File: config.mk
export PLATFORM = sky130hd
export DESIGN_NAME = sev_seg_scanner
export DESIGN_NICKNAME = d
export VERILOG_FILES = /design/src/rtl/sev_seg_scanner.sv
export SDC_FILE = /design/constraint.sdc
export NUM_CORES = 1
export LEC_CHECK = 0
export CAP_MARGIN = 20
export CORE_UTILIZATION = 35
export DETAILED_ROUTE_END_ITERATION = 8
export DONT_BUFFER_PORTS = 1
export GPL_TIMING_DRIVEN = 0
export SLEW_MARGIN = 5
export SYNTH_ARGS = -nofsm -noshare
export SYNTH_HDL_FRONTEND = slang
export SYNTH_SLANG_ARGS = --single-unit
File: constraint.sdc
create_clock -name clk -period 2.5 [get_ports clk]
set_input_delay 0.25 -clock clk [delete_from_list [all_inputs] [get_ports clk]]
set_output_delay 0.25 -clock clk [all_outputs]
set_load 0.02 [all_outputs]
File: src/rtl/sev_seg_scanner.sv
// -----------------------------------------------------------------------------
// sev_seg_scanner
//
// Time-multiplexes NUM_DIGITS hex digits onto one shared active-low segment bus
// with active-low anode strobes. Each digit is lit for SCAN_DIV clk cycles.
// Display data is double-buffered: a load writes the pending copy, which is
// copied to the active copy at the end of a full scan so a frame never tears.
//
// Parameters:
//   NUM_DIGITS  number of digits scanned (2..16)
//   SCAN_DIV    clk cycles each digit is lit (>= 2)
//   IDX_W       digit index width, derived from NUM_DIGITS (do not override)
//
// Ports:
//   clk         system clock
//   resetn      asynchronous active-low reset
//   load        one-cycle strobe capturing digits_in / dp_in / en_in
//   digits_in   hex nibbles, digit i at [4i+3:4i]
//   dp_in       decimal point request per digit, 1 = lit
//   en_in       digit enable, 0 = digit dark
//   Seg         active-low segments, Seg[0]=a .. Seg[6]=g
//   DP          active-low decimal point
//   AN          active-low anodes, at most one low
//   busy        a load is pending and not yet applied
//   frame_done  one-cycle pulse after the last digit of each scan
//
// Build option:
//   SEV_SEG_LZB_EN  when defined, leading zeros of the active copy are blanked
//                   (digit 0 is never blanked; disabled digits are skipped when
//                   deciding whether a zero is leading).
// -----------------------------------------------------------------------------
module sev_seg_scanner #(
    parameter int NUM_DIGITS = 8,
    parameter int SCAN_DIV   = 100000,
    parameter int IDX_W      = $clog2(NUM_DIGITS)
) (
    input  logic                    clk,
    input  logic                    resetn,
    input  logic                    load,
    input  logic [4*NUM_DIGITS-1:0] digits_in,
    input  logic [NUM_DIGITS-1:0]   dp_in,
    input  logic [NUM_DIGITS-1:0]   en_in,
    output logic [6:0]              Seg,
    output logic                    DP,
    output logic [NUM_DIGITS-1:0]   AN,
    output logic                    busy,
    output logic                    frame_done
);

    localparam int               DIV_W    = $clog2(SCAN_DIV);
    localparam logic [DIV_W-1:0] DIV_LAST = DIV_W'(SCAN_DIV - 1);
    localparam logic [IDX_W-1:0] IDX_LAST = IDX_W'(NUM_DIGITS - 1);

    logic [DIV_W-1:0]      div_cnt;
    logic [IDX_W-1:0]      idx;
    logic                  tick;
    logic                  boundary;

    logic [3:0]            pend_digit [NUM_DIGITS];
    logic [NUM_DIGITS-1:0] pend_dp;
    logic [NUM_DIGITS-1:0] pend_en;
    logic [3:0]            act_digit  [NUM_DIGITS];
    logic [NUM_DIGITS-1:0] act_dp;
    logic [NUM_DIGITS-1:0] act_en;

    logic [NUM_DIGITS-1:0] lzb_blank;
    logic                  lit;
    logic [6:0]            seg_nx;
    logic                  dp_nx;
    logic [NUM_DIGITS-1:0] an_nx;

    // Segment patterns, bit order g..a, active low.
    function automatic logic [6:0] hex_to_seg(input logic [3:0] h);
        logic [6:0] s;
        case (h)
            4'h0: s = 7'h40;
            4'h1: s = 7'h79;
            4'h2: s = 7'h24;
            4'h3: s = 7'h30;
            4'h4: s = 7'h19;
            4'h5: s = 7'h12;
            4'h6: s = 7'h02;
            4'h7: s = 7'h78;
            4'h8: s = 7'h00;
            4'h9: s = 7'h10;
            4'hA: s = 7'h08;
            4'hB: s = 7'h03;
            4'hC: s = 7'h46;
            4'hD: s = 7'h21;
            4'hE: s = 7'h06;
            default: s = 7'h0E;
        endcase
        return s;
    endfunction

    assign tick     = (div_cnt == DIV_LAST);
    assign boundary = tick && (idx == IDX_LAST);

    // Prescaler, scan index and end-of-frame pulse.
    always_ff @(posedge clk or negedge resetn) begin
        if (!resetn) begin
            div_cnt    <= '0;
            idx        <= '0;
            frame_done <= 1'b0;
        end else begin
            div_cnt    <= tick ? '0 : div_cnt + 1'b1;
            if (tick) begin
                idx <= (idx == IDX_LAST) ? '0 : idx + 1'b1;
            end
            frame_done <= boundary;
        end
    end

    // Double buffer. A load that lands on the boundary cycle bypasses the
    // pending stage and goes straight to active, so busy never spans a
    // frame for it and nothing is lost.
    always_ff @(posedge clk or negedge resetn) begin
        if (!resetn) begin
            for (int unsigned i = 0; i < NUM_DIGITS; i++) begin
                pend_digit[i] <= '0;
                act_digit[i]  <= '0;
            end
            pend_dp <= '0;
            pend_en <= '0;
            act_dp  <= '0;
            act_en  <= '0;
            busy    <= 1'b0;
        end else begin
            if (load) begin
                for (int unsigned i = 0; i < NUM_DIGITS; i++) begin
                    pend_digit[i] <= digits_in[4*i +: 4];
                end
                pend_dp <= dp_in;
                pend_en <= en_in;
            end

            if (boundary && load) begin
                for (int unsigned i = 0; i < NUM_DIGITS; i++) begin
                    act_digit[i] <= digits_in[4*i +: 4];
                end
                act_dp <= dp_in;
                act_en <= en_in;
                busy   <= 1'b0;
            end else if (boundary && busy) begin
                act_digit <= pend_digit;
                act_dp    <= pend_dp;
                act_en    <= pend_en;
                busy      <= 1'b0;
            end else if (load) begin
                busy <= 1'b1;
            end
        end
    end

`ifdef SEV_SEG_LZB_EN
    logic lzb_run;

    // Walk from the most significant digit down. lzb_run stays set while every
    // enabled digit seen so far is a zero with its decimal point clear.
    always_comb begin
        lzb_blank = '0;
        lzb_run   = 1'b1;
        for (int unsigned k = 1; k < NUM_DIGITS; k++) begin
            if (lzb_run && act_digit[NUM_DIGITS-k] == 4'h0 && !act_dp[NUM_DIGITS-k]) begin
                lzb_blank[NUM_DIGITS-k] = 1'b1;
            end
            if (act_en[NUM_DIGITS-k] &&
                (act_digit[NUM_DIGITS-k] != 4'h0 || act_dp[NUM_DIGITS-k])) begin
                lzb_run = 1'b0;
            end
        end
    end
`else
    assign lzb_blank = '0;
`endif

    // Output stage: computed from the current idx and registered, so anodes,
    // segments and DP all switch on the same edge.
    always_comb begin
        an_nx  = '1;
        seg_nx = 7'h7F;
        dp_nx  = 1'b1;
        lit    = act_en[idx] && !lzb_blank[idx];
        if (lit) begin
            an_nx[idx] = 1'b0;
            seg_nx     = hex_to_seg(act_digit[idx]);
            dp_nx      = !act_dp[idx];
        end
    end

    always_ff @(posedge clk or negedge resetn) begin
        if (!resetn) begin
            AN  <= '1;
            Seg <= 7'h7F;
            DP  <= 1'b1;
        end else begin
            AN  <= an_nx;
            Seg <= seg_nx;
            DP  <= dp_nx;
        end
    end

endmodule

# ---- Word-level counts from Yosys, hierarchy flattened
# Memories as Yosys holds them, arrays and structs flattened.
# Index checks and enable logic that the tools add are counted.
dict set report word_totals {
  memories 2
  out_inout_bits 18
  reg_bits 134
  wordCells 71
  input_bits 51
  rom_bits 120
}
dict set report op_classes {
  n_eq_ne 2
  addsub 2
  magnitude_cmp 3
  bitwise 2
  n_mux 24
  reduce_logical 9
}
# memory depth word_bits read_ports rd_clocked_by_memory_dff write_ports line
set mem_list {}
lappend mem_list {{(no name shown)} 16 7 1 0 0 75} ;# case (h)
lappend mem_list {{(no name shown)} 8 1 1 0 0 183} ;# lit = act_en[idx] && !lzb_blank[idx];
# op count
set ops {}
lappend ops {{two-way mux 32 bit} 2}
lappend ops {{two-way mux 8 bit} 5}
lappend ops {{adder 17 x 1 -> 17 bit, second input constant} 1}
lappend ops {{== test 17 bit, second input constant} 1}
lappend ops {{two-way mux 17 bit} 1}
lappend ops {{binary-select mux 4 bit (select 3 bit)} 1}
lappend ops {{two-way mux 1 bit} 8}
lappend ops {{two-way mux 4 bit} 2}
lappend ops {{inverter 8 bit} 1}
lappend ops {{two-way mux 7 bit} 1}
lappend ops {{binary-select mux 1 bit (select 3 bit)} 2}
lappend ops {{logical AND 1 bit} 5}
lappend ops {{>= comparator 4 bit, second input constant} 1}
lappend ops {{less-than comparator 3 x 4 -> 1 bit, second input constant} 1}
lappend ops {{inverter 3 -> 4 bit} 1}
lappend ops {{adder 3 x 1 -> 3 bit, second input constant} 1}
lappend ops {{demux 1 bit (select 3 bit)} 1}
lappend ops {{== test 3 bit, second input constant} 1}
lappend ops {{>= comparator 3 x 1 -> 1 bit, second input constant} 1}
lappend ops {{two-way mux 3 bit} 1}
lappend ops {{nonzero test 3 bit} 1}
lappend ops {{zero test 1 bit} 2}
lappend ops {{nonzero test 2 bit} 1}

# ---- Logic depth before layout (Yosys ltp)
dict set report logic_depth {
  depth_word 6
  mapped_depth 12
  ltp_nobuf 9
}

# ---- Least setup slack after synthesis
# No wires, ideal clock.
dict set report synth_path {
  path_type {register -> register}
  startpoint {register idx[1]}
  endpoint {register Seg[3]}
  t_arrival_ns 2.226
  setup_ns 0.066
  path_stages_with_launch 9
  synth_period_minus_slack_ns 2.292
  path_buffers 2
  required_ns 2.434
  setup_slack_ns 0.208
  path_cell_list {dfrtp_1 -> buf_2 -> buf_2 -> mux2i_1 -> o211ai_1 -> a22oi_1 -> ha_1 -> or3_1 -> nand4_1}
}
dict set report synth_via {
  elab_chain_len 6
  word_cells_on_any_way 12
  classes_between {7 x mux; 1 x bitwise; 2 x reduce/logical; 2 x memory}
}
# item line
set synth_rtl {}
lappend synth_rtl {{start, declared} 55} ;# logic [IDX_W-1:0] idx;
lappend synth_rtl {{start signal, assigned} 108} ;# idx <= (idx == IDX_LAST) ? '0 : idx + 1'b1;
lappend synth_rtl {{inverter 3 -> 4 bit (implied by the code)} 186} ;# seg_nx = hex_to_seg(act_digit[idx]);
lappend synth_rtl {{binary-select mux 4 bit (select 3 bit)} 186}
lappend synth_rtl {{two-way mux 4 bit (implied by the code) (2 in series)} 186}
lappend synth_rtl {{memory read (16 x 7 bit)} n/a}
lappend synth_rtl {{two-way mux 7 bit *} 184} ;# if (lit) begin
lappend synth_rtl {{via seg_nx[3]} 68} ;# logic [6:0] seg_nx;
lappend synth_rtl {{end signal, assigned} 198} ;# Seg <= seg_nx;
lappend synth_rtl {{end, declared} 43} ;# output logic [6:0] Seg,
# The timed path passes the listed nets; every way through them passes the cells marked *. The select of a mux whose other input is x is not followed.
# A chain may end at the register's enable or synchronous reset.

# ---- Final worst setup path
dict set report layout_path {
  startpoint {register idx[2]}
  endpoint {register Seg[3]}
}
# The elaborated chain is that of the path after synthesis.

==> impl_metrics.env <==
export IMPL_hp_class="primary input to asynchronous set/reset pin"
export IMPL_wl_per_cell_um=20.5
export IMPL_cts_root_buf="clkbuf_16"
export IMPL_hold_viol_final=134
export IMPL_grt_total_usage=0.200
export IMPL_h_tree_depth=4
export IMPL_worst_pin_slew_ns=0.747
export IMPL_crit_buf_inv=4
export IMPL_vdd_ir_drop_worst_v=0.000456
export IMPL_clkPwrFrac=0.518
export IMPL_synth_nets=596
export IMPL_synth_edff_count=0
export IMPL_dieArea_um2=18200
export IMPL_sw_frac_of_total=0.208
export IMPL_insertion_delay_ns=0.43
export IMPL_cts_tree="yes"
export IMPL_area_growth_pct=24.9
export IMPL_pwr_share_seq=0.442
export IMPL_crit_arrival_ns=2.77
export IMPL_path_class="register to register"
export IMPL_grt_pass1_vias=5012
export IMPL_io_buffers=0
export IMPL_pwr_share_comb=0.040
export IMPL_period_share=0.964
export IMPL_power_internal_mw=4.10
export IMPL_rows=48
export IMPL_ys_seq_elements=134
export IMPL_synth_largest_area_cell="dfrtp_1"
export IMPL_yosys_most_used_dff="dfrtp_1"
export IMPL_core_area_um2=17300
export IMPL_initial_utilization=0.358
export IMPL_die_w_um=135
export IMPL_io_pins=69
export IMPL_r2r_start="idx[2]$_DFFE_PN0N_"
export IMPL_violations="negative hold slack"
export IMPL_clockBufferDepth=2
export IMPL_crit_chain="clkbuf_4 > clkbuf_4 > clkbuf_4 > a22o_2 > inv_2 > ha_1 > or3_1 > nand4_1"
export IMPL_dr_pass1_iters=5
export IMPL_slew_headroom=0.502
export IMPL_synth_area_um2=6190
export IMPL_synth_warnings=0
export IMPL_cp_depth=8
export IMPL_crit_path_frequent_cell="clkbuf_4"
export IMPL_clock_sinks=134
export IMPL_netlist_top_cells_count="118 x dfrtp_1, 93 x o22ai_1, 55 x mux2_2"
export IMPL_clock_fmax_mhz=415
export IMPL_async_reset_ff_frac=1.00
export IMPL_final_setup_skew_ns=0.00703
export IMPL_powerDensity_nw_per_um2=669
export IMPL_r2r_slack_ns=0.09
export IMPL_synth_area_leaders="dfrtp_1 48%, mux2_2 10%, o22ai_1 9.4%"
export IMPL_avgSynthCellArea_um2=11.5
export IMPL_grt_pass1_wl_um=27500
export IMPL_synth_top_area_frac=0.477
export IMPL_fp_dieH_um=135
export IMPL_grt_max_degree=135
export IMPL_maxSlewViolCount=0
export IMPL_drt_vias_per_instance=5.79
export IMPL_worst_ep_required_time_ns=2.86
export IMPL_drt_total_wl_um=17400
export IMPL_synth_most_common_cell="dfrtp_1"
export IMPL_vias=4914
export IMPL_worst_setup_path_start_kind="register"
export IMPL_cp_slowest_stage_delay_ns=0.45
export IMPL_power_switching_mw=1.08
export IMPL_final_layout_size_suffix_gt1_frac=0.232
export IMPL_drtIter0Drc=399
export IMPL_num_fill_cells=1549
export IMPL_synthDistinctLibCells=49
export IMPL_worstPathMaxFanout=10
export IMPL_detail_route_antenna_nets=0
export IMPL_post_route_util=0.447
export IMPL_fin_crit_ns=2.41
export IMPL_cts_buffers=17
export IMPL_post_dp_hpwl_um=11200
export IMPL_clk_pin_slew_ns=0.06
export IMPL_nets=671
export IMPL_antenna_cells=0
export IMPL_status="complete, but fails checks"
export IMPL_critical_path_top_delay_family="buffers and inverters"
export IMPL_post_route_drc_count=0
export IMPL_rr_worst_depth=8
export IMPL_p_leak_nw=3.19
export IMPL_whs_ns=-0.484
export IMPL_antenna_found_initial=0
export IMPL_r2r_end="Seg[3]$_DFF_PN1_"
export IMPL_setup_viol=0
export IMPL_slowest_stage="dfrtp_1"
export IMPL_syn_inst=537
export IMPL_grt_overflow_total=0
export IMPL_yosysSeqAreaShare=0.545
export IMPL_finalWeightedCongestion=0.826
export IMPL_maxCapViolations=0
export IMPL_critPathCaptureType="register"
## sequential cells by signal, indices dropped and copies added (netlist names), 8 cells and up
name,flops
pend_dp,8
AN,8
act_en,8
pend_en,8
act_dp,8
div_cnt,17
act_digit,32
pend_digit,32
## power groups by stage
| stage | logic (mW) | registers [mW] | clock network [mW] |
|---|---|---|---|
| after global placement | 0.132 | 2.32 | 0 |
| after global routing | 0.216 | 2.30 | 2.82 |
| after floorplan | 0.115 | 2.31 | 0 |
| after CTS | 0.203 | 2.29 | 2.71 |
| after detailed placement | 0.138 | 2.33 | 0 |
| final | 0.205 | 2.29 | 2.68 |
## how the worst max path moves through the flow
stage	startpoint	to	slack, ns
2_1_floorplan	idx[1]$_DFFE_PN0N_	Seg[3]$_DFF_PN1_	0.21
3_3_place_gp	idx[2]$_DFFE_PN0N_	Seg[3]$_DFF_PN1_	-0.46
3_5_place_dp	idx[2]$_DFFE_PN0N_	Seg[3]$_DFF_PN1_	-0.51
4_1_cts	idx[0]$_DFFE_PN0N_	Seg[5]$_DFF_PN1_	0.001
5_1_grt	idx[0]$_DFFE_PN0N_	Seg[5]$_DFF_PN1_	-0.003
6_report	idx[2]$_DFFE_PN0N_	Seg[3]$_DFF_PN1_	0.09
## metrics by stage
stage                     TNS [ns]  area [um^2]  std cells  power, mW  setup slack (ns)
final                            0         7740        849       5.18            0.0889
after global routing      -0.00326         7740        849       5.33          -0.00326
after CTS                        0         7660        847       5.20           0.00146
after detailed placement     -4.99         6480        762       2.46            -0.508
after global placement       -3.29         6480        762       2.45            -0.462
after floorplan                  0         6190        537       2.43             0.208
## final cells by class
| type | count | area (um^2) | area share |
|---|---|---|---|
| Multi-Input combinational cell | 351 | 2640 | 0.341 |
| Inverter | 7 | 26.3 | 0.00340 |
| Clock inverter | 11 | 174 | 0.0225 |
| Sequential cell | 134 | 3370 | 0.436 |
| Buffer | 45 | 241 | 0.0312 |
| Clock buffer | 20 | 457 | 0.0590 |
| Timing Repair Buffer | 56 | 543 | 0.0702 |
| Tap cell | 225 | 282 | 0.0364 |
## routing by layer
layer  wire length (um)  vias to the layer above  track usage
li1                   -                     2218            -
met1               7360                     2462        0.262
met2               8480                      201        0.316
met3               1170                       33       0.0462
met4                430                        0       0.0918
met5                  0                        -            0
## layout by cell type, fill, tap and decap left out, types with 3 or more instances in the layout
cell type,count
nor2_1,15
buf_4,10
nand3_1,13
nand2_1,15
a21oi_1,52
buf_2,9
nand4_1,7
clkbuf_16,17
bufinv_16,4
dfstp_2,16
o211ai_1,5
and3_1,3
dfrtp_1,117
nand4b_1,8
buf_6,5
clkbuf_4,3
inv_1,6
o21ai_0,5
mux2_2,55
nand3b_1,5
clkbuf_1,19
a31oi_1,3
o22ai_1,93
nor2b_1,4
clkinvlp_4,3
buf_1,6
mux4_2,3
and2_1,3
ha_1,7
mux2i_1,9
xor2_1,9
dlygate4sd3_1,49
xnor2_1,6
## cell families after synthesis
group / synth area share
compound gates: 0.168
flops: 0.545
simple gates: 0.0858
mux: 0.127
buf+inv: 0.0374
xor+xnor: 0.0212
fa+ha+maj: 0.0162
## repair_timing
action,CTS,global route
pin swaps,2,2
endpoints found under the hold margin,183,135
resized for setup,9,23
buffers inserted,6,1
endpoints found under the setup margin,47,53
hold buffers,48,1
(Power assumes the default switching activity.)
